==> config.mk <==
export PLATFORM = sky130hd
export DESIGN_NAME = univ_shift_reg
export DESIGN_NICKNAME = d
export VERILOG_FILES = /design/src/rtl/univ_shift_reg.sv
export SDC_FILE = /design/constraint.sdc
export NUM_CORES = 1
export LEC_CHECK = 0
export ABC_AREA = 1
export CAP_MARGIN = 20
export CELL_PAD_IN_SITES_DETAIL_PLACEMENT = 1
export CELL_PAD_IN_SITES_GLOBAL_PLACEMENT = 1
export CORE_UTILIZATION = 24
export CTS_CLUSTER_SIZE = 20
export DETAILED_ROUTE_END_ITERATION = 10
export PLACE_DENSITY = 0.86
export SLEW_MARGIN = 40
export SYNTH_ARGS = -nofsm -noshare
export SYNTH_HDL_FRONTEND = slang
export SYNTH_SLANG_ARGS = --single-unit
==> constraint.sdc <==
create_clock -name clk -period 1.12 [get_ports clk]
set_input_delay 0.224 -clock clk [delete_from_list [all_inputs] [get_ports clk]]
set_output_delay 0.224 -clock clk [all_outputs]
set_load 0.05 [all_outputs]
==> src/rtl/univ_shift_reg.sv <==
// -----------------------------------------------------------------------------
// univ_shift_reg
// Universal shift register with parallel load, logical shifts, rotates,
// arithmetic shift right and clear. A saturating counter tracks how many
// shift/rotate operations have happened since the last load or clear.
//
// Ports
//   clk        rising-edge clock
//   rst        synchronous active-high reset (priority over everything)
//   en         operation enable; when low all state holds
//   mode[2:0]  000 hold, 001 load, 010 shl, 011 shr,
//              100 rotl, 101 rotr, 110 asr, 111 clear
//   d          parallel load data
//   sin_r      serial input entering bit 0 on shl
//   sin_l      serial input entering bit WIDTH-1 on shr
//   q          register contents
//   qbar       bitwise complement of q
//   sout_l     q[WIDTH-1]
//   sout_r     q[0]
//   shift_cnt  shifts/rotates since last load or clear, saturating at WIDTH
//   drained    shift_cnt == WIDTH
// -----------------------------------------------------------------------------
module univ_shift_reg #(
    parameter  int WIDTH = 8,
    localparam int CNT_W = $clog2(WIDTH) + 1
) (
    input  logic             clk,
    input  logic             rst,
    input  logic             en,
    input  logic [2:0]       mode,
    input  logic [WIDTH-1:0] d,
    input  logic             sin_r,
    input  logic             sin_l,
    output logic [WIDTH-1:0] q,
    output logic [WIDTH-1:0] qbar,
    output logic             sout_l,
    output logic             sout_r,
    output logic [CNT_W-1:0] shift_cnt,
    output logic             drained
);

    localparam logic [2:0] MODE_HOLD  = 3'b000;
    localparam logic [2:0] MODE_LOAD  = 3'b001;
    localparam logic [2:0] MODE_SHL   = 3'b010;
    localparam logic [2:0] MODE_SHR   = 3'b011;
    localparam logic [2:0] MODE_ROTL  = 3'b100;
    localparam logic [2:0] MODE_ROTR  = 3'b101;
    localparam logic [2:0] MODE_ASR   = 3'b110;
    localparam logic [2:0] MODE_CLEAR = 3'b111;

    localparam logic [CNT_W-1:0] CNT_MAX = CNT_W'(WIDTH);

    logic [WIDTH-1:0] q_next;
    logic [CNT_W-1:0] cnt_next;
    logic             is_shift;
    logic             cnt_zero;

    always_comb begin
        q_next   = q;
        is_shift = 1'b0;
        cnt_zero = 1'b0;
        case (mode)
            MODE_HOLD:  q_next = q;
            MODE_LOAD: begin
                q_next   = d;
                cnt_zero = 1'b1;
            end
            MODE_SHL: begin
                q_next   = {q[WIDTH-2:0], sin_r};
                is_shift = 1'b1;
            end
            MODE_SHR: begin
                q_next   = {sin_l, q[WIDTH-1:1]};
                is_shift = 1'b1;
            end
            MODE_ROTL: begin
                q_next   = {q[WIDTH-2:0], q[WIDTH-1]};
                is_shift = 1'b1;
            end
            MODE_ROTR: begin
                q_next   = {q[0], q[WIDTH-1:1]};
                is_shift = 1'b1;
            end
            MODE_ASR: begin
                q_next   = {q[WIDTH-1], q[WIDTH-1:1]};
                is_shift = 1'b1;
            end
            MODE_CLEAR: begin
                q_next   = '0;
                cnt_zero = 1'b1;
            end
            default:    q_next = q;
        endcase
    end

    // Counter saturates so drained stays asserted through further rotates.
    always_comb begin
        cnt_next = shift_cnt;
        if (cnt_zero) begin
            cnt_next = '0;
        end else if (is_shift && (shift_cnt != CNT_MAX)) begin
            cnt_next = shift_cnt + 1'b1;
        end
    end

    always_ff @(posedge clk) begin
        if (rst) begin
            q         <= '0;
            shift_cnt <= '0;
        end else if (en) begin
            q         <= q_next;
            shift_cnt <= cnt_next;
        end
    end

    assign qbar    = ~q;
    assign sout_l  = q[WIDTH-1];
    assign sout_r  = q[0];
    assign drained = (shift_cnt == CNT_MAX);

endmodule

==> impl_metrics.csv, run 1 <==
group,metric,value,unit
outcome,status,"complete, but fails checks",
outcome,violations,"setup timing",
sta,fmax,709,MHz
synth,synth.area.top_cells,"dfxtp_1 27%, nand2_1 17%, nand3_1 9.5%",
sta,hold_violations,0,
drt,num_vias,1219,
die,dieArea,0.00399,sq mm
synth,synth_fp_nets,166,
die,initial_core_util,0.259,
sta,finalCritPeriodShare,1.26,
synth,synth.avg_cell_area,6.07,sq um
sta,rsz0062_at_grt,"yes",
place,placed_area,0.00169,sq mm
pwr,power.leakage,0.814,nW
global_routing,grt_max_degree,15,
pwr,power,0.00154,W
sta,final_max_slew_viol_count,0,
worst_hold_path,hold_path_class,"register to register",
critical_path,max_stage_delay,0.35,ns
worst_hold_path,hp-start,"q[5]",
die,core,0.00347,sq mm
synth,synth-seq-cells,12,
clock_network,ctsHoldBuffers,0,
cells_and_area,fin_util,0.554,
drt,wl_per_cell,15.9,microns
clock_network,clkTransAtPathRegs,0.06,ns
cells_and_area,area_growth,114,%
synth,yosysUniqueCellTypes,22,
synth,netlist_top_cells_count,"41 x nand2_1, 21 x nor2_1, 17 x nand3_1, 14 x inv_1, 12 x dfxtp_1",
synth,async_reset_ff_frac,0,
cells_and_area,diodes,0,
clock_network,cts_tree,"built",
synth,synth.yosys.seq_area_share,0.267,
critical_path,slowest_stage,"dfxtp_4",
synth,synthCells,148,
global_routing,first_global_vias,1266,
cells_and_area,nNetsFinal,224,
synth,synth_top_area_share,0.267,
place,dpl.hpwl,2.45,mm
synth,syn_area,898,sq um
critical_path,crit_path_end_kind,"output port",
place,port_buffers,38,
critical_path,path_buf_inv,3,
global_routing,track_usage,0.189,
die,core.rowCount,21,
sta,worst_pin_slew,0.315,ns
clock_network,cts_max_level,1,
synth,synth-main-ff-cell,"dfxtp_1",
pwr,power.density,801,mW/mm^2
critical_path,worst_setup_path_start_kind,"register",
critical_path,cp_max_fo,2,
critical_path,critPathLaunch,"shift_cnt[1]",
drt,ant_nets,0,
global_routing,gr-total-overflow,0,
synth,yosys.area.top_type,"dfxtp_1",
critical_path,required,0.90,ns
place,placedCellCount,238,
die,io_pins,39,
clock_network,cts-root-buf,"clkbuf_8",
critical_path,reg2reg_from,"shift_cnt[0]",
clock_network,clkSinkCount,12,
drt,wirelength,3.99,mm
sta,finalSetupViolations,6,
synth,yosys_warnings,0,
clock_network,numCtsBuffers,3,
synth,synth_edf_count,0,
sta,fin_worst_skew,0.00854,ns
place,pre_cts_ws,-0.553,ns
place,gp_congestion,0.805,
critical_path,path_cells,"inv_4 -> ha_4 -> nand2_4 -> nor2_4 -> buf_6 -> buf_12",
sta,fin_crit,1.41,ns
cells_and_area,final_area,0.00192,sq mm
clock_network,insertion_delay,0.25,ns
die,die_y,63.2,microns
cells_and_area,final_cell_count_no_fill,251,
drt,drt_iter0_drc,30,
sta,slew-limit-headroom,0.790,
global_routing,antenna_found_initial,0,
clock_network,ctsLongestPathBuffers,2,
synth,synth.most_common_cell,"nand2_1",
drt,routed_via_density,4.86,
critical_path,critPathKind,"register to output port",
drt,drc,0,
cells_and_area,drive_above_1_share,0.483,
global_routing,grt_pass1_wl,5.87,mm
pwr,ir_worst_vdd,0.374,mV
drt,drtPass1Iterations,4,
critical_path,cp.arrival,1.19,ns
run,maxCapViolCount,0,
die,die_w,63.2,microns
sta,final.setup.worst_slack,-0.290,ns
critical_path,critPathTopFamily,"flip-flops",
[flip-flops by register name, summed over array words and instances, names as in the netlist]
register and count:
q 8, shift_cnt 4
[metrics by stage]
step                      hold slack, ns  setup TNS [ns]
after global routing               0.544           -1.37
after CTS                          0.522          -0.744
after floorplan                    0.283           -1.41
final                              0.535          -0.939
after global placement             0.504           -5.64
after detailed placement           0.512           -6.22
[cells by family (layout without fill, tap and decap cells)]
group           after synthesis  after routing  synth area share
simple gates                 92             92             0.454
buf+inv                      25             82             0.139
compound gates               15             15            0.0919
flops                        12             12             0.267
fa+ha+maj                     2              2            0.0279
xor+xnor                      2              2            0.0195
[worst register-to-register path: stages, from the launching register on]
cell and delay, ns:
dfxtp_4 0.36, inv_4 0.03, ha_4 0.15, nand2_4 0.06, nor2_4 0.04, nor2_1 0.14, nand2_2 0.13, nand2_2 0.11
nand2_1 0.08, a21oi_2 0.13
[routing by layer]
metal	track usage	wire (microns)	part of all wire
met1	0.211	1540	0.39
met2	0.344	2150	0.54
met3	0.0163	138	0.035
met4	0.116	158	0.040
met5	0	0	0
[report_power, final]
part / internal, W / switching, W / total, W
clock network: 0.000251 / 0.000176 / 0.000428
logic: 0.000297 / 0.000348 / 0.000646
registers: 0.000433 / 0.0000331 / 0.000466
total: 0.000982 / 0.000558 / 0.00154
[final cells by class]
class	instances	area, sq um
tap	46	57.6
fill	421	1550
sequential	12	283
inverter	18	82.6
multi-input combinational	111	646
clock buffer	4	45.0
timing repair buffer	60	807
[cell usage in the layout (no fill, tap or decap), drive strengths merged]
cell	netlist	final
nand2	46	46
buf	6	45
nor2	25	25
nand3	18	18
inv	17	16
dfxtp	12	12
a21oi	12	12
clkdlybuf4s50	0	11
clkbuf	1	5
nand4	3	3
o21ai	3	3
ha	2	2
clkinvlp	0	1
clkinv	1	1
xor2	1	1
xnor2	1	1
clkdlybuf4s15	0	1
clkdlybuf4s18	0	1
dlygate4sd2	0	1
[worst paths after layout]
| path | end | slack, ns | depth (start not counted) |
|---|---|---|---|
| setup reg to reg | shift_cnt[2] | -0.18 | 9 |
| setup / recovery | drained | -0.29 | 6 |
| hold reg to reg | q[5] | 0.53 | 2 |
| hold / removal | q[5] | 0.53 | 2 |
[timing repair]
action,4_1_cts,5_1_grt
setup buffers,5,3
setup endpoints to repair,17,21
gates resized for setup,27,21
cloned,1,0
pin swaps,6,9
Note: power is estimated with default switching activity, not from simulation.
==> inputs of run 2 (changes only) <==
--- a/config.mk
+++ b/config.mk
@@ -9,6 +9,7 @@
 export CAP_MARGIN = 20
 export CELL_PAD_IN_SITES_DETAIL_PLACEMENT = 1
 export CELL_PAD_IN_SITES_GLOBAL_PLACEMENT = 1
+export CORE_ASPECT_RATIO = 0.6
 export CORE_UTILIZATION = 24
 export CTS_CLUSTER_SIZE = 20
 export DETAILED_ROUTE_END_ITERATION = 10
==> impl_metrics.csv, run 2 (synthesis gave the netlist of run 1 again) <==
group,metric,value,unit
outcome,status,"complete, but fails checks",
sta,setup_tns,-1.04,ns
drt,ant_nets,0,
clock_network,numCtsBuffers,3,
cells_and_area,drive_above_1_share,0.481,
cells_and_area,area_growth,108,%
global_routing,track_usage,0.181,
drt,drtPass1Iterations,4,
sta,final.setup.worst_slack,-0.252,ns
place,placed_area,0.00165,sq mm
critical_path,cp.arrival,1.15,ns
clock_network,cts_max_level,1,
sta,fin_crit,1.37,ns
sta,fin_worst_skew,0.00464,ns
die,dieArea,0.00400,sq mm
sta,finalCritPeriodShare,1.22,
global_routing,grt_pass1_wl,5.43,mm
sta,final_max_slew_viol_count,0,
die,initial_core_util,0.264,
die,core.rowCount,16,
place,gp_congestion,0.851,
sta,slew-limit-headroom,0.825,
clock_network,clkSinkCount,12,
die,core,0.00340,sq mm
drt,wirelength,3.58,mm
die,die_w,81.0,microns
place,placedCellCount,236,
die,die_y,49.4,microns
clock_network,cts_tree,"built",
sta,finalSetupViolations,5,
sta,rsz0062_at_grt,"yes",
clock_network,insertion_delay,0.25,ns
pwr,ir_worst_vdd,0.373,mV
place,dpl.hpwl,2.34,mm
cells_and_area,layout_common_cells,"37 x nand2_1, 23 x buf_12, 20 x buf_4",
clock_network,ctsLongestPathBuffers,2,
global_routing,gr-total-overflow,0,
outcome,violations,"setup timing",
critical_path,required,0.90,ns
cells_and_area,top_register,"q",
critical_path,critPathKind,"register to output port",
pwr,power.density,808,mW/mm^2
critical_path,worst_setup_path_start_kind,"register",
pwr,power.leakage,0.809,nW
run,maxCapViolCount,0,
cells_and_area,diodes,0,
cells_and_area,nNetsFinal,225,
clock_network,ctsHoldBuffers,0,
cells_and_area,seq_area,280,sq um
clock_network,cts-root-buf,"clkbuf_8",
critical_path,crit_path_end_kind,"output port",
drt,drc,0,
critical_path,cp_max_fo,2,
cells_and_area,multiInputGateArea,634,sq um
pwr,power,0.00151,W
clock_network,clkTransAtPathRegs,0.06,ns
cells_and_area,top_regs,"q x8, shift_cnt x4",
drt,drt_iter0_drc,34,
place,port_buffers,38,
drt,routed_via_density,4.71,
cells_and_area,fin_util,0.550,
cells_and_area,final_cell_count_no_fill,251,
sta,hold_violations,0,
die,io_pins,39,
cells_and_area,final_area,0.00187,sq mm
cells_and_area,nFillCells,413,
drt,num_vias,1183,
cells_and_area,largest_reg_flops,8,
worst_hold_path,hold_path_class,"register to register",
sta,worst_pin_slew,0.263,ns
global_routing,antenna_found_initial,0,
global_routing,grt_max_degree,16,
drt,wl_per_cell,14.3,microns
cells_and_area,layout_commonest_cell,"nand2_1",
sta,fmax,729,MHz
global_routing,first_global_vias,1183,
-- run 2: routing by layer --
metal	vias up	track usage	part of all wire
met2	37	0.296	0.50
met1	560	0.219	0.44
li1	579	-	-
met4	0	0.0714	0.013
met5	-	0	0
met3	7	0.0561	0.046
-- run 2: what timing repair did --
| item | CTS | global route |
|---|---|---|
| setup buffers | 7 | 4 |
| setup endpoints to repair | 16 | 23 |
| pin swaps | 5 | 6 |
| gates resized for setup | 22 | 23 |
-- run 2: worst paths after layout --
check,slack [ns],cells after the start,to,startpoint
worst max register to register,-0.23,11,shift_cnt[0],shift_cnt[0]
worst min register to register,0.52,2,q[4],q[4]
worst max-delay path,-0.25,6,drained,shift_cnt[0]
worst min-delay path,0.52,2,q[4],q[4]
-- run 2: layout make-up --
class                   instances  share of cell area
flip-flops and latches         12               0.150
inverters                      18              0.0414
clock inverters                 1             0.00201
multi-input cells             111               0.339
well taps                      45              0.0301
clock buffers                   3              0.0221
repair buffers                 61               0.416
-- run 2: through the flow --
stage | hold WS, ns | setup slack [ns]
after floorplan | 0.283 | -0.342
after global placement | 0.505 | -0.550
after detailed placement | 0.513 | -0.580
after CTS | 0.523 | -0.261
after global routing | 0.533 | -0.299
final | 0.524 | -0.252
-- run 2: report_power, final --
part | internal (W) | switching (W) | leakage [nW]
clock | 0.000243 | 0.000176 | 0.0231
sequential | 0.000435 | 0.0000309 | 0.106
combinational | 0.000287 | 0.000340 | 0.680
total | 0.000965 | 0.000547 | 0.809
-- run 2: worst max-delay path, stage by stage (launching register included) --
cell     delay, ns
dfxtp_4       0.34
inv_2         0.06
ha_4          0.13
nand2_4       0.05
nor2_4        0.09
buf_6         0.10
buf_12        0.12
==> RTL change: new RTL, config.mk and constraints of run 1 <==
Reset style: asynchronous (`rst`), changed in one clocked block. Comments in the files are not updated.
--- a/src/rtl/univ_shift_reg.sv
+++ b/src/rtl/univ_shift_reg.sv
@@ -103,7 +103,7 @@
         end
     end
 
-    always_ff @(posedge clk) begin
+    always_ff @(posedge clk or posedge rst) begin
         if (rst) begin
             q         <= '0;
             shift_cnt <= '0;
Formal check against the unedited RTL: differs if rst is asserted again (counterexample within 4 cycles, from zero or initial values and one cycle with rst high); with rst held inactive, the same outputs for 10 cycles.
==> RTL change against run 1 <==
- the flow still finishes with violations (negative setup slack)
- count of clock-buffer cells in the layout is the same
- area after synthesis is the same
- hold slack worse by 0.27 ns
- die area stayed put
- wire length rose by 0.58%
- sequential cell count stayed put
- worst setup slack improved by 0.025 ns
- critical path depth fell by 1
- cell area up 6.1%
- global-route usage up 1.2 points
- highest routed layer unchanged
Power is not compared: it rests on default switching activity, and its combinational part moved more than twofold at a synthesized area within 25%.
==> RTL change: results <==
[yosys]
yosys-top-cells-area = dfrtp_1, nand2_1, nor2_1
synthArstFlopShare_pct = 100
ys_top_cells_by_count = nand2_1, nor2_1, nand3_1, inv_1, dfrtp_1
synth_nets = 159
synth_seq_area_share_pct = 33.4
yosysWarnings = 0
synth_cell_type_count = 19
synth_ff_type = dfrtp_1

[cells_and_area]
drive_gt1_share_pct = 57.3
antenna_cells = 0
top_register = q
top_regs = q x8, shift_cnt x4
layout.nets = 230

[sta]
fin_tns_setup_ns = -1.72
final-setup-viol-count = 14
tightest_slew_ns = 0.236
fin_worst_skew_ns = 0.00516
fin_ws_ns = -0.265

[grt]
grt_pass1_vias = 1262
grt_usage_pct = 20.2
grt_antenna_before_repair = 0
grt_first_pass_wirelength_um = 6230
grt_max_degree = 15

[outcome]
status = finished, violations left
violations = negative setup slack

[route]
num_vias = 1194
wl_met3_um = 140
wl_met2_um = 2120
dr.max_layer_used = met4
drt_iter0_markers = 30
ant_nets = 0
drt-pass1-iter-count = 4
wire_per_inst_um = 15.6
wl_met1_um = 1670

[power_and_ir_drop]
p_leak_uw = 0.000953
peakVddDrop_mv = 0.653

[placed_design]
place_ws_ns = -0.596
dp_hpwl_um = 2380
placed_area_mm2 = 0.00168
gp_congestion = 0.855

[clock_tree]
ctsRootBufferMaster = clkbuf_8
cts_buffers = 3
path_clk_slew_ns = 0.06
cts_max_path_buffers = 2

[worst_setup_path]
critPathMaxFanout = 2
arrival_ns = 1.16

[worst_hold_path]
hp-class = in -> async
RTL change: logic make-up after synthesis:
logic type	share of synthesized area [%]
fa+ha+maj	2.79
compound gates	4.32
buf+inv	11.3
xor+xnor	1.95
flops	33.4
simple gates	46.2
RTL change: repair_timing:
| item | in CTS | in global routing |
|---|---|---|
| pin swaps | 3 | 10 |
| setup endpoints to repair | 28 | 28 |
| setup buffers | 16 | 3 |
| resized for setup | 31 | 27 |
RTL change: critical path, stage by stage (launching register included):
cell and delay (ns):
dfrtp_2 0.42, inv_2 0.08, ha_4 0.13, nand3_4 0.07
clkinvlp_4 0.09, buf_12 0.13
RTL change: worst paths after layout:
| kind | from | to | slack (ns) | cells past startpoint |
|---|---|---|---|---|
| hold / removal | rst | q[6] | 0.27 | 3 |
| max in group asynchronous | rst | q[2] | 0.67 | 3 |
| setup / recovery | shift_cnt[0] | drained | -0.27 | 5 |
| hold reg to reg | shift_cnt[3] | shift_cnt[3] | 0.67 | 2 |
| min in group clk | mode[2] | q[7] | 0.57 | 5 |
| setup reg to reg | shift_cnt[1] | shift_cnt[3] | -0.20 | 8 |
RTL change: where the power goes:
part,leakage (µW),internal (µW),switching [µW],total [µW]
registers,0.000140,552,158,710
logic,0.000784,1220,1270,2480
clock network,0.0000288,311,173,484
RTL change: metrics by stage:
stage                     std cells  hold slack [ns]
after detailed placement        234            0.536
final                           257            0.265
after CTS                       254            0.278
after global placement          234            0.531
after global routing            257            0.310
after floorplan                 141           0.0888
RTL change: cell type report:
cell class | count | area, µm²
flip-flops and latches | 12 | 315
fillers | 411 | 1430
clock buffers | 4 | 55.1
multi-input cells | 107 | 667
repair buffers | 70 | 868
well taps | 46 | 57.6
inverters | 18 | 75.1
RTL change: per-layer routing:
metal / GRT usage [%] / up-vias
li1: - / 571
met1: 24.2 / 578
met2: 38.0 / 37
met3: 1.45 / 8
met4: 5.40 / 0
met5: 0 / -
